==> config.mk <==
export PLATFORM = sky130hd
export DESIGN_NAME = arb_requester
export DESIGN_NICKNAME = d
export VERILOG_FILES = /design/src/rtl/arb_requester.sv
export SDC_FILE = /design/constraint.sdc
export NUM_CORES = 1
export LEC_CHECK = 0
export BUFFER_PORTS_ARGS = -buffer_cell sky130_fd_sc_hd__buf_2
export CAP_MARGIN = 30
export CORE_MARGIN = 5
export CORE_UTILIZATION = 40
export DETAILED_ROUTE_END_ITERATION = 8
export PLACE_DENSITY = 0.64
export SYNTH_ARGS = -nofsm -noshare
export SYNTH_HDL_FRONTEND = slang
export SYNTH_SLANG_ARGS = --single-unit
==> constraint.sdc <==
create_clock -name clk -period 4 [get_ports clk]
set_input_delay 0.4 -clock clk [delete_from_list [all_inputs] [get_ports clk]]
set_output_delay 0.4 -clock clk [all_outputs]
set_load 0.005 [all_outputs]
==> src/rtl/arb_requester.sv <==
// arb_requester: requester-side agent for a 4-way round-robin arbiter.
// Buffers producer words in a FIFO, requests the bus while a complete packet
// (or a full FIFO) is queued, drives one word per granted cycle onto the
// shared bus, and flags starvation and grants that arrive while idle.
module arb_requester #(
  parameter int DATA_W  = 8,
  parameter int DEPTH   = 8,
  parameter int TIMEOUT = 16
) (
  input  logic              clk,
  input  logic              reset_n,
  input  logic              wr_valid,
  output logic              wr_ready,
  input  logic [DATA_W-1:0] wr_data,
  input  logic              wr_last,
  output logic              request,
  input  logic              grant,
  output logic              bus_valid,
  output logic [DATA_W-1:0] bus_data,
  output logic              bus_last,
  output logic              starve,
  input  logic              starve_clr,
  output logic              spurious_grant
);

  localparam int AW = $clog2(DEPTH);
  localparam int CW = AW + 1;
  localparam int TW = $clog2(TIMEOUT + 1);

  typedef enum logic [1:0] {
    IDLE = 2'd0,
    REQ  = 2'd1,
    XFER = 2'd2
  } state_t;

  // FIFO storage: {last, data}; pointers wrap naturally since DEPTH is a power of 2
  logic [DATA_W:0] mem [DEPTH];
  logic [AW-1:0]   wr_ptr, rd_ptr;
  logic [CW-1:0]   count, count_nxt;
  logic [CW-1:0]   pkt_cnt, pkt_cnt_nxt;
  logic [TW-1:0]   wait_cnt;
  logic            full, empty;
  logic            push, pop_en;
  logic [DATA_W:0] rd_word;
  logic            pop_last;
  logic            req_nxt;
  logic            req_q;
  logic            req_fell;
  state_t          state, state_nxt;

  assign full     = (count == CW'(DEPTH));
  assign empty    = (count == '0);
  assign wr_ready = !full;
  assign push     = wr_valid && wr_ready;

  // A full FIFO requests even without a complete packet so overlength
  // packets cut through instead of deadlocking.
  assign request  = (pkt_cnt != '0) || full;
  assign pop_en   = grant && request && !empty;
  assign rd_word  = mem[rd_ptr];
  assign pop_last = rd_word[DATA_W];

  // The arbiter grant lags request by a cycle, so the first idle cycle after
  // request drops may legally still see grant.
  assign req_fell = req_q && !request;

  // Next-cycle occupancy and packet count, used by the FSM lookahead
  always_comb begin
    count_nxt   = count;
    pkt_cnt_nxt = pkt_cnt;
    case ({push, pop_en})
      2'b10:   count_nxt = count + CW'(1);
      2'b01:   count_nxt = count - CW'(1);
      default: count_nxt = count;
    endcase
    case ({push && wr_last, pop_en && pop_last})
      2'b10:   pkt_cnt_nxt = pkt_cnt + CW'(1);
      2'b01:   pkt_cnt_nxt = pkt_cnt - CW'(1);
      default: pkt_cnt_nxt = pkt_cnt;
    endcase
    req_nxt = (pkt_cnt_nxt != '0) || (count_nxt == CW'(DEPTH));
  end

  // Word storage write port; contents are don't-care until pointed at
  always_ff @(posedge clk) begin
    if (push) mem[wr_ptr] <= {wr_last, wr_data};
  end

  // FIFO pointers, occupancy and complete-packet count
  always_ff @(posedge clk or negedge reset_n) begin
    if (!reset_n) begin
      wr_ptr  <= '0;
      rd_ptr  <= '0;
      count   <= '0;
      pkt_cnt <= '0;
    end else begin
      if (push)   wr_ptr <= wr_ptr + 1'b1;
      if (pop_en) rd_ptr <= rd_ptr + 1'b1;
      count   <= count_nxt;
      pkt_cnt <= pkt_cnt_nxt;
    end
  end

  // Bus output register: one popped word per granted cycle
  always_ff @(posedge clk or negedge reset_n) begin
    if (!reset_n) begin
      bus_valid <= 1'b0;
      bus_data  <= '0;
      bus_last  <= 1'b0;
    end else begin
      bus_valid <= pop_en;
      if (pop_en) begin
        bus_data <= rd_word[DATA_W-1:0];
        bus_last <= pop_last;
      end
    end
  end

  // FSM state register
  always_ff @(posedge clk or negedge reset_n) begin
    if (!reset_n) state <= IDLE;
    else          state <= state_nxt;
  end

  // FSM next state: tracks idle / waiting / mid-packet
  always_comb begin
    state_nxt = state;
    case (state)
      IDLE: begin
        if (req_nxt) state_nxt = REQ;
      end
      REQ: begin
        if (pop_en) begin
          if (!pop_last)    state_nxt = XFER;
          else if (req_nxt) state_nxt = REQ;
          else              state_nxt = IDLE;
        end else if (!req_nxt) begin
          state_nxt = IDLE;
        end
      end
      XFER: begin
        if (pop_en && pop_last) state_nxt = req_nxt ? REQ : IDLE;
      end
      default: state_nxt = IDLE;
    endcase
  end

  // Spurious grant detection, exempting the lag cycle after request falls
  always_ff @(posedge clk or negedge reset_n) begin
    if (!reset_n) begin
      req_q          <= 1'b0;
      spurious_grant <= 1'b0;
    end else begin
      req_q          <= request;
      spurious_grant <= grant && (state == IDLE) && !req_fell;
    end
  end

  // Starvation: saturating ungranted-wait counter and sticky flag
  always_ff @(posedge clk or negedge reset_n) begin
    if (!reset_n) begin
      wait_cnt <= '0;
      starve   <= 1'b0;
    end else begin
      if (starve_clr || grant)
        wait_cnt <= '0;
      else if (request && (wait_cnt != TW'(TIMEOUT)))
        wait_cnt <= wait_cnt + TW'(1);

      if (starve_clr)
        starve <= 1'b0;
      else if (wait_cnt == TW'(TIMEOUT))
        starve <= 1'b1;
    end
  end

endmodule

======== Yosys cells after proc, flatten, opt, wreduce, memory -nomap -nowiden ========
Memory sizes are Yosys's and may differ from the RTL's.
Index checks and enable logic that the tools add are counted.
storage, ports and cells
  bits in registers ....................... 34
  memory bits (writable) .................. 72
  bits of input ports ..................... 14
  output and inout bits ................... 14
  word-level logic and storage cells ...... 71
  memories kept ........................... 1
memory list
  memory  words  width  read ports  clocked after memory_dff  write ports  RTL line  source
  mem     8      9      1           0                         1            37        logic [DATA_W:0] mem [DEPTH];
operators by class
  $add $sub $neg .......................... 7
  equality and inequality tests ........... 13
  muxes and demuxes ....................... 15
  reduce and logical (&&, ||, !) cells .... 23
operators by type and width
  kind                                                 number
  case mux 4 bit (2 select lines)                      2
  2-to-1 mux 2 bit                                     5
  2-to-1 mux 5 bit                                     2
  logical AND 1 bit                                    9
  adder 4 x 1 -> 4 bit, second input constant          2
  equality test 4 bit, second input constant           2
  nonzero test 4 bit                                   2
  subtractor 4 x 1 -> 4 bit, second input constant     2
  adder 3 x 1 -> 3 bit, second input constant          2
  equality test 2 x 1 -> 1 bit, second input constant  3
  equality test 2 bit, second input constant           3
  case mux 2 bit (3 select lines)                      1
  adder 5 x 1 -> 5 bit, second input constant          1
  equality test 5 bit, second input constant           1
  2-to-1 mux 1 bit                                     5
  inequality test 5 bit, second input constant         1
  logical NOT 1 bit                                    4
  logical NOT 4 bit                                    1
  inequality test 2 bit, second input constant         2
  nonzero test 2 bit                                   2
  logical OR 1 bit                                     3
  inequality test 3 bit, second input constant         1
  AND reduction 3 bit                                  1
  logical NOT 2 bit                                    1

======== Logic depth before layout (Yosys ltp) ========
Gate-level depths: netlist of the first run.
  depth after elaboration ................. 13
  mapped depth ............................ 12
  mapped depth without buffers ............ 11

======== Least setup slack after synthesis of the first run ========
No wires, ideal clock.
  path type ............................... register -> register
  start ................................... register count[0]
  end ..................................... register state[0]
  setup time .............................. 84 ps
  arrival time ............................ 3,312 ps
  data required time ...................... 3,916 ps
  slack ................................... 605 ps
  cell stages (with the launch flop) ...... 13
  path buffers ............................ 1
  period minus slack after synthesis ...... 3,395 ps
  cells stage by stage .................... dfrtp_1 or3_1 a21oi_1 clkbuf_1 ha_1 xor2_1 ha_1 a21oi_1 xor2_1 nor2_1 xor2_1 or4b_1 a41oi_2
between the ends
  elaborated cells between the ends (all ways) .. 30
  those cells by class .................... add/sub (2); eq/ne (9); mux (7); reduce/logical (12)
RTL lines
  what                                                                 RTL line  source
  start, declared                                                      39        logic [CW-1:0] count, count_nxt;
  start signal, assigned                                               99        count <= count_nxt;
  equality test 4 bit                                                  51        assign full = (count == CW'(DEPTH));
  logical OR 1 bit                                                     58        assign request = (pkt_cnt != '0) || full;
  logical AND 1 bit                                                    59        assign pop_en = grant && request && !empty;
  logical AND 1 bit *                                                  59
  net pop_en                                                           43        logic push, pop_en;
  equality test 2 x 1 -> 1 bit or equality test 2 bit (tied branches)  71        case ({push, pop_en})
  case mux 4 bit (2 select lines) *                                    71
  net count_nxt[2]                                                     39
  equality test 4 bit *                                                81        req_nxt = (pkt_cnt_nxt != '0) || (count_nxt == CW'(DEPTH));
  logical OR 1 bit *                                                   81
  2-to-1 mux 1 bit                                                     135, 142
  2-to-1 mux 2 bit                                                     134       if (!pop_last) state_nxt = XFER;
  2-to-1 mux 2 bit                                                     133       if (pop_en) begin
  case mux 2 bit (3 select lines)                                      128       case (state)
  end signal, assigned                                                 122       else state <= state_nxt;
  end, declared                                                        49        state_t state, state_nxt;
Mark *: on every way through the listed nets, which the timed path passes. The rest lies on a longest branch. The select of a mux whose other input is x is not followed.
A chain may end at the register's enable or synchronous reset.

======== Worst setup path after layout of the first run ========
  start ................................... register pkt_cnt[1]
  end ..................................... register state[0]
between the ends
  elaborated cells between the ends (all ways) .. 25
  those cells by class .................... add/sub (2); eq/ne (8); mux (7); reduce/logical (8)
RTL lines
  what                                                                 RTL line  source
  start, declared                                                      40        logic [CW-1:0] pkt_cnt, pkt_cnt_nxt;
  start signal, assigned                                               100       pkt_cnt <= pkt_cnt_nxt;
  nonzero test 4 bit *                                                 58
  logical OR 1 bit *                                                   58
  logical AND 1 bit * (2 in series)                                    59
  equality test 2 x 1 -> 1 bit or equality test 2 bit (tied branches)  71
  case mux 4 bit (2 select lines) *                                    71
  net count_nxt[2]                                                     39
  equality test 4 bit *                                                81
  logical OR 1 bit *                                                   81
  2-to-1 mux 1 bit                                                     135, 142
  2-to-1 mux 2 bit                                                     134
  2-to-1 mux 2 bit                                                     133
  case mux 2 bit (3 select lines)                                      128
Marked as above.

==> results of run 1 <==
[flip-flops by register name, indices dropped and copies added (netlist names)]
| name | cells |
|---|---|
| mem | 72 |
| wait_cnt | 5 |
| starve | 1 |
| pkt_cnt | 4 |
| spurious_grant | 1 |
| wr_ptr | 3 |
| rd_ptr | 3 |
| bus_valid | 1 |
| req_q | 1 |
| count | 4 |
| state | 2 |
| bus_last | 1 |
| bus_data | 8 |
[layout by cell type (no fill, tap or decap), types with 9 or more instances in the layout]
cell type and n:
edfxtp_1 72, dfrtp_1 34, buf_2 27, nor2_1 21
mux4_2 18, a21oi_1 13, nand2_1 11, buf_4 10
xor2_1 9, mux2i_1 9, ha_1 9, clkbuf_8 9
[cell type report]
class	count	area, um2	share of cell area
Clock buffer	12	135.1	0.02727
Clock inverter	4	52.55	0.01061
Inverter	5	18.77	0.003788
Multi-Input combinational cell	147	1328	0.2679
Sequential cell	106	3013	0.6081
Tap cell	140	175.2	0.03535
Timing Repair Buffer	39	232.7	0.04697
[routing by layer]
layer,share of wire,routed length (um)
met4,0.013,104
met3,0.030,242
met5,0,0
met2,0.52,4115
met1,0.44,3520
[report_power, final]
| group | total [mW] | switching, mW | internal, mW |
|---|---|---|---|
| Clock | 0.647 | 0.352 | 0.294 |
| Sequential | 1.59 | 0.155 | 1.43 |
| Combinational | 1.22 | 0.626 | 0.593 |
| Total | 3.45 | 1.13 | 2.32 |
[cells by family after synthesis]
| kind of cell | share of synthesized area |
|---|---|
| flops | 0.6855 |
| simple gates | 0.07288 |
| fa+ha+maj | 0.02562 |
| xor+xnor | 0.03188 |
| compound gates | 0.03929 |
| mux | 0.1315 |
| buf+inv | 0.01338 |
[final timing paths]
check	from	to	slack [ns]	cells after the start
worst max-delay path	pkt_cnt[1]$_DFF_PN0_	state[0]$_DFFE_PN0P_	0.44	11
worst min-delay path	reset_n	bus_data[4]$_DFFE_PN0N_	0.11	1
worst max register to register	pkt_cnt[1]$_DFF_PN0_	state[0]$_DFFE_PN0P_	0.44	11
worst min register to register	req_q$_DFF_PN0_	spurious_grant$_DFF_PN0_	0.48	1
max in group asynchronous	reset_n	pkt_cnt[1]$_DFF_PN0_	3.39	1
min in group clk	starve_clr	wait_cnt[1]$_DFFE_PN0P_	0.27	2
[worst max-delay path, cell delays in order (launching register included)]
cell and delay [ns]:
dfrtp_1 0.46, nor4_1 0.69, a21oi_2 0.36, ha_1 0.37
xor2_1 0.17, ha_1 0.19, a21oi_1 0.14, xor2_1 0.16
nor2_1 0.06, xor2_1 0.15, or4b_1 0.56, a41oi_2 0.18
[stage by stage]
| step | hold WS [ns] | power, mW |
|---|---|---|
| final | 0.1076 | 3.452 |
| after global routing | 0.1631 | 3.670 |
| after CTS | 0.1278 | 3.490 |
| after detailed placement | 0.4641 | 2.848 |
| after global placement | 0.4615 | 2.787 |
| after floorplan | 0.1044 | 2.477 |
==> impl_metrics.toml, run 1 <==
[run_status]
run_status = "finished clean"

[grt]
met1_usage = 0.1587
grt.busiest_layer = "met2"
grt_util_met3 = 0.02684
grtUsageTotal = 0.1289
antenna_found_initial = 0
grt_remaining_overflow = 0
grt_max_degree = 35
met2_usage = 0.2192
grt_pass1_wl_um = 12600
grt_pass1_vias = 2440

[run]
maxCapViolations = 0

[clock_tree]
clock-sinks = 106
cts_buffer_depth = 2
cts_setup_buffers = 0
cts_tree = "done"
cts.repair.resized = 0
hold_buffers = 0
clk_latency_ns = 0.37
htreeDepth = 3
cts_buffers = 9
cts.reportedPaths.clkPinSlew_ns = 0.10
clockRootBuffer = "clkbuf_8"

[synthesis]
ys_types = 43
yosysMostFrequentCell = "edfxtp_1"
yosys.area.top_type = "edfxtp_1"
synth_ff_type = "edfxtp_1"
synth_area_um2 = 4395
syn_avg_cell_area_um2 = 16.52
syn_nets = 289
synth.top_cells.by_count = "edfxtp_1 (72), dfrtp_1 (34), nor2_1 (21)"
async_reset_ff_frac = 0.3208
synth_edf_count = 72
synth_cells = 266
ys_warn_count = 0
seq_area_frac_synth = 0.6855
netlist_top_cells_area = "edfxtp_1 (49%), dfrtp_1 (19%), mux4_2 (9.2%)"
synth_top_area_frac = 0.4919
ys_ff_latch = 106

[timing]
finalSetupTns_ns = 0
max_freq_mhz = 281.1
hold_viol = 0
finalMaxSlewViolations = 0
fin_ws_ns = 0.4420
period_share = 0.8895
setup_violations = 0
tightestPinTransition_ns = 0.7908
relSlewSlack = 0.4728
layout_min_cycle_time_ns = 3.558
skew_ns = 0.008483
rsz0062_at_grt = "false"

[power]
p_leak_nw = 1.818
p_per_area_nw_per_um2 = 696.6
peakVddDrop_mv = 0.2629

[final_layout]
fill_cells = 921
utilization = 0.4591
layout-drive-gt1-share = 0.2748
design_area_um2 = 4955
n_antenna_cell = 0
fin_cells = 453
nets = 331
areaGrowthSynthToFinish_pct = 12.72

[place]
dp_slack_ns = 0.4619
place_area_um2 = 4767
gp_congestion = 0.7488
dp_hpwl_um = 5446
dpl.cell_count = 437
portBuffers = 27

[critical_path]
worstPathMaxFanout = 16
cp-start-kind = "register"
path_class = "reg -> reg"
crit_arrival_ns = 3.85
critPathRequiredTime_ns = 4.29
end_kind = "register"

[routing]
drtIter0Drc = 173
ant_nets = 0
drc = 0
vias = 2317
first_pass_iters = 4
via_per_inst = 5.115
wl_per_cell_um = 17.62
routed_wirelength_um = 7982

[floorplan]
ios = 28
die_y_um = 114.8
die_width_um = 114.8
core_area_um2 = 10790
die_area_um2 = 13180
std_cell_rows = 38
initial_utilization = 0.4073

[worst_hold_path]
hp-class = "in -> async"
No activity file was read; power rests on OpenSTA's default activity.
==> run 2, diff against run 1 <==
==> constraint.sdc (replaced) <==
create_clock -name clk -period 4.07 [get_ports clk]
set_input_delay 0.407 -clock clk [delete_from_list [all_inputs] [get_ports clk]]
set_output_delay 0.407 -clock clk [all_outputs]
set_load 0.005 [all_outputs]
==> impl_metrics.toml, run 2 (same netlist as run 1, synthesis figures left out) <==
[timing]
relSlewSlack = 0.4552
max_freq_mhz = 283.1
setup_violations = 0
rsz0062_at_grt = "false"
layout_min_cycle_time_ns = 3.532
finalSetupTns_ns = 0
tightestPinTransition_ns = 0.8172
skew_ns = 0.009420
hold_viol = 0
period_share = 0.8678
finalMaxSlewViolations = 0

[final_layout]
fin_cells = 454
nets = 332
layout-drive-gt1-share = 0.2834
fill_cells = 918
largest_reg_flops = 72
n_antenna_cell = 0
largestRegisters = "mem (72), bus_data (8), wait_cnt (5)"
top_register = "mem"
areaGrowthSynthToFinish_pct = 13.26
layout_common_cells = "edfxtp_1 (72), dfrtp_1 (34), buf_2 (27), nor2_1 (21), mux4_2 (18)"
final_common_cell = "edfxtp_1"

[critical_path]
crit_slowest_cell = "a21oi_2"
regToRegStartpoint = "count[0]$_DFF_PN0_"
slowest_delay_ns = 0.62
reg2reg_slack_ns = 0.54
end_kind = "register"
crit_top_cell = "xor2_1"
timing.rr.end = "state[0]$_DFFE_PN0P_"
worstPathMaxFanout = 17
crit_arrival_ns = 3.82
critPathRequiredTime_ns = 4.36
cp-start-kind = "register"
cp_top_family = "simple AND/OR/NAND/NOR gates"
path_class = "reg -> reg"
path_cells = "or3_1 -> a21oi_2 -> ha_1 -> xor2_1 -> ha_1 -> a21oi_1 -> xor2_1 -> nor2_1 -> xor2_1 -> or4b_1 -> a41oi_2"
ff2ff_path_depth = 11
path_buf_inv = 0

[floorplan]
std_cell_rows = 38
initial_utilization = 0.4073
die_y_um = 114.8
core_area_um2 = 10790
ios = 28
die_area_um2 = 13180
die_width_um = 114.8

[worst_hold_path]
hp-class = "in -> async"

[clock_tree]
cts_buffer_depth = 2
htreeDepth = 3
cts_buffers = 9
cts_tree = "done"
hold_buffers = 0
cts.repair.resized = 0
clk_latency_ns = 0.37
cts.reportedPaths.clkPinSlew_ns = 0.10
clock-sinks = 106
clockRootBuffer = "clkbuf_8"
cts_setup_buffers = 0

[power]
total_power_mw = 3.410
p_per_area_nw_per_um2 = 684.9
p_leak_nw = 1.827
peakVddDrop_mv = 0.2834

[place]
dp_hpwl_um = 5383
gp_congestion = 0.7203
portBuffers = 27
dpl.cell_count = 438

[run]
maxCapViolations = 0

[grt]
met2_usage = 0.2247
antenna_found_initial = 0
grt_max_degree = 35
grtUsageTotal = 0.1333
grt_util_met3 = 0.02053
grt_pass1_wl_um = 13160
grt_pass1_vias = 2486
grt.busiest_layer = "met2"
grt_remaining_overflow = 0
met1_usage = 0.1726

[routing]
ant_nets = 0
vias = 2375
via_per_inst = 5.231
routed_wirelength_um = 8013
drc = 0
drtIter0Drc = 138
wl_per_cell_um = 17.65
first_pass_iters = 4

[run_status]
run_status = "finished clean"
[run 2: worst max-delay path by stage]
| stage | startpoint | cells after the start | to |
|---|---|---|---|
| 2_1_floorplan | count[0]$_DFF_PN0_ | 12 | state[0]$_DFFE_PN0P_ |
| 3_3_place_gp | count[0]$_DFF_PN0_ | 11 | state[0]$_DFFE_PN0P_ |
| 3_5_place_dp | count[0]$_DFF_PN0_ | 11 | state[0]$_DFFE_PN0P_ |
| 4_1_cts | count[0]$_DFF_PN0_ | 11 | state[0]$_DFFE_PN0P_ |
| 5_1_grt | count[0]$_DFF_PN0_ | 11 | state[0]$_DFFE_PN0P_ |
| 6_report | count[0]$_DFF_PN0_ | 11 | state[0]$_DFFE_PN0P_ |
[run 2: area by class of cell]
class | count | area (um2) | area share
clock buffers | 10 | 127.6 | 0.02563
clock inverters | 6 | 72.57 | 0.01458
inverters | 5 | 18.77 | 0.003770
multi-input cells | 147 | 1328 | 0.2666
flip-flops and latches | 106 | 3013 | 0.6052
well taps | 140 | 175.2 | 0.03518
repair buffers | 40 | 244.0 | 0.04901
[run 2: through the flow]
stage	util	worst slack (ns)	hold WS (ns)	area [um2]
after floorplan	-	0.6748	0.1114	4395
after global placement	0.4382	0.6553	0.4102	4730
after detailed placement	0.4427	0.5114	0.4121	4778
after CTS	0.4613	0.5344	0.1402	4979
after global routing	0.4613	0.3343	0.1834	4979
final	0.4613	0.5381	0.1291	4979
[run 2: per-layer routing]
metal,up-vias,wire length [um]
met5,-,0
met4,0,136
met3,10,160
met2,36,4155
met1,1212,3561
li1,1117,-
[run 2: where the power goes]
group	total [mW]	leakage, nW	switching [mW]	internal, mW
Clock	0.655	0.0983	0.361	0.294
Combinational	1.18	0.669	0.592	0.586
Sequential	1.58	1.06	0.171	1.41
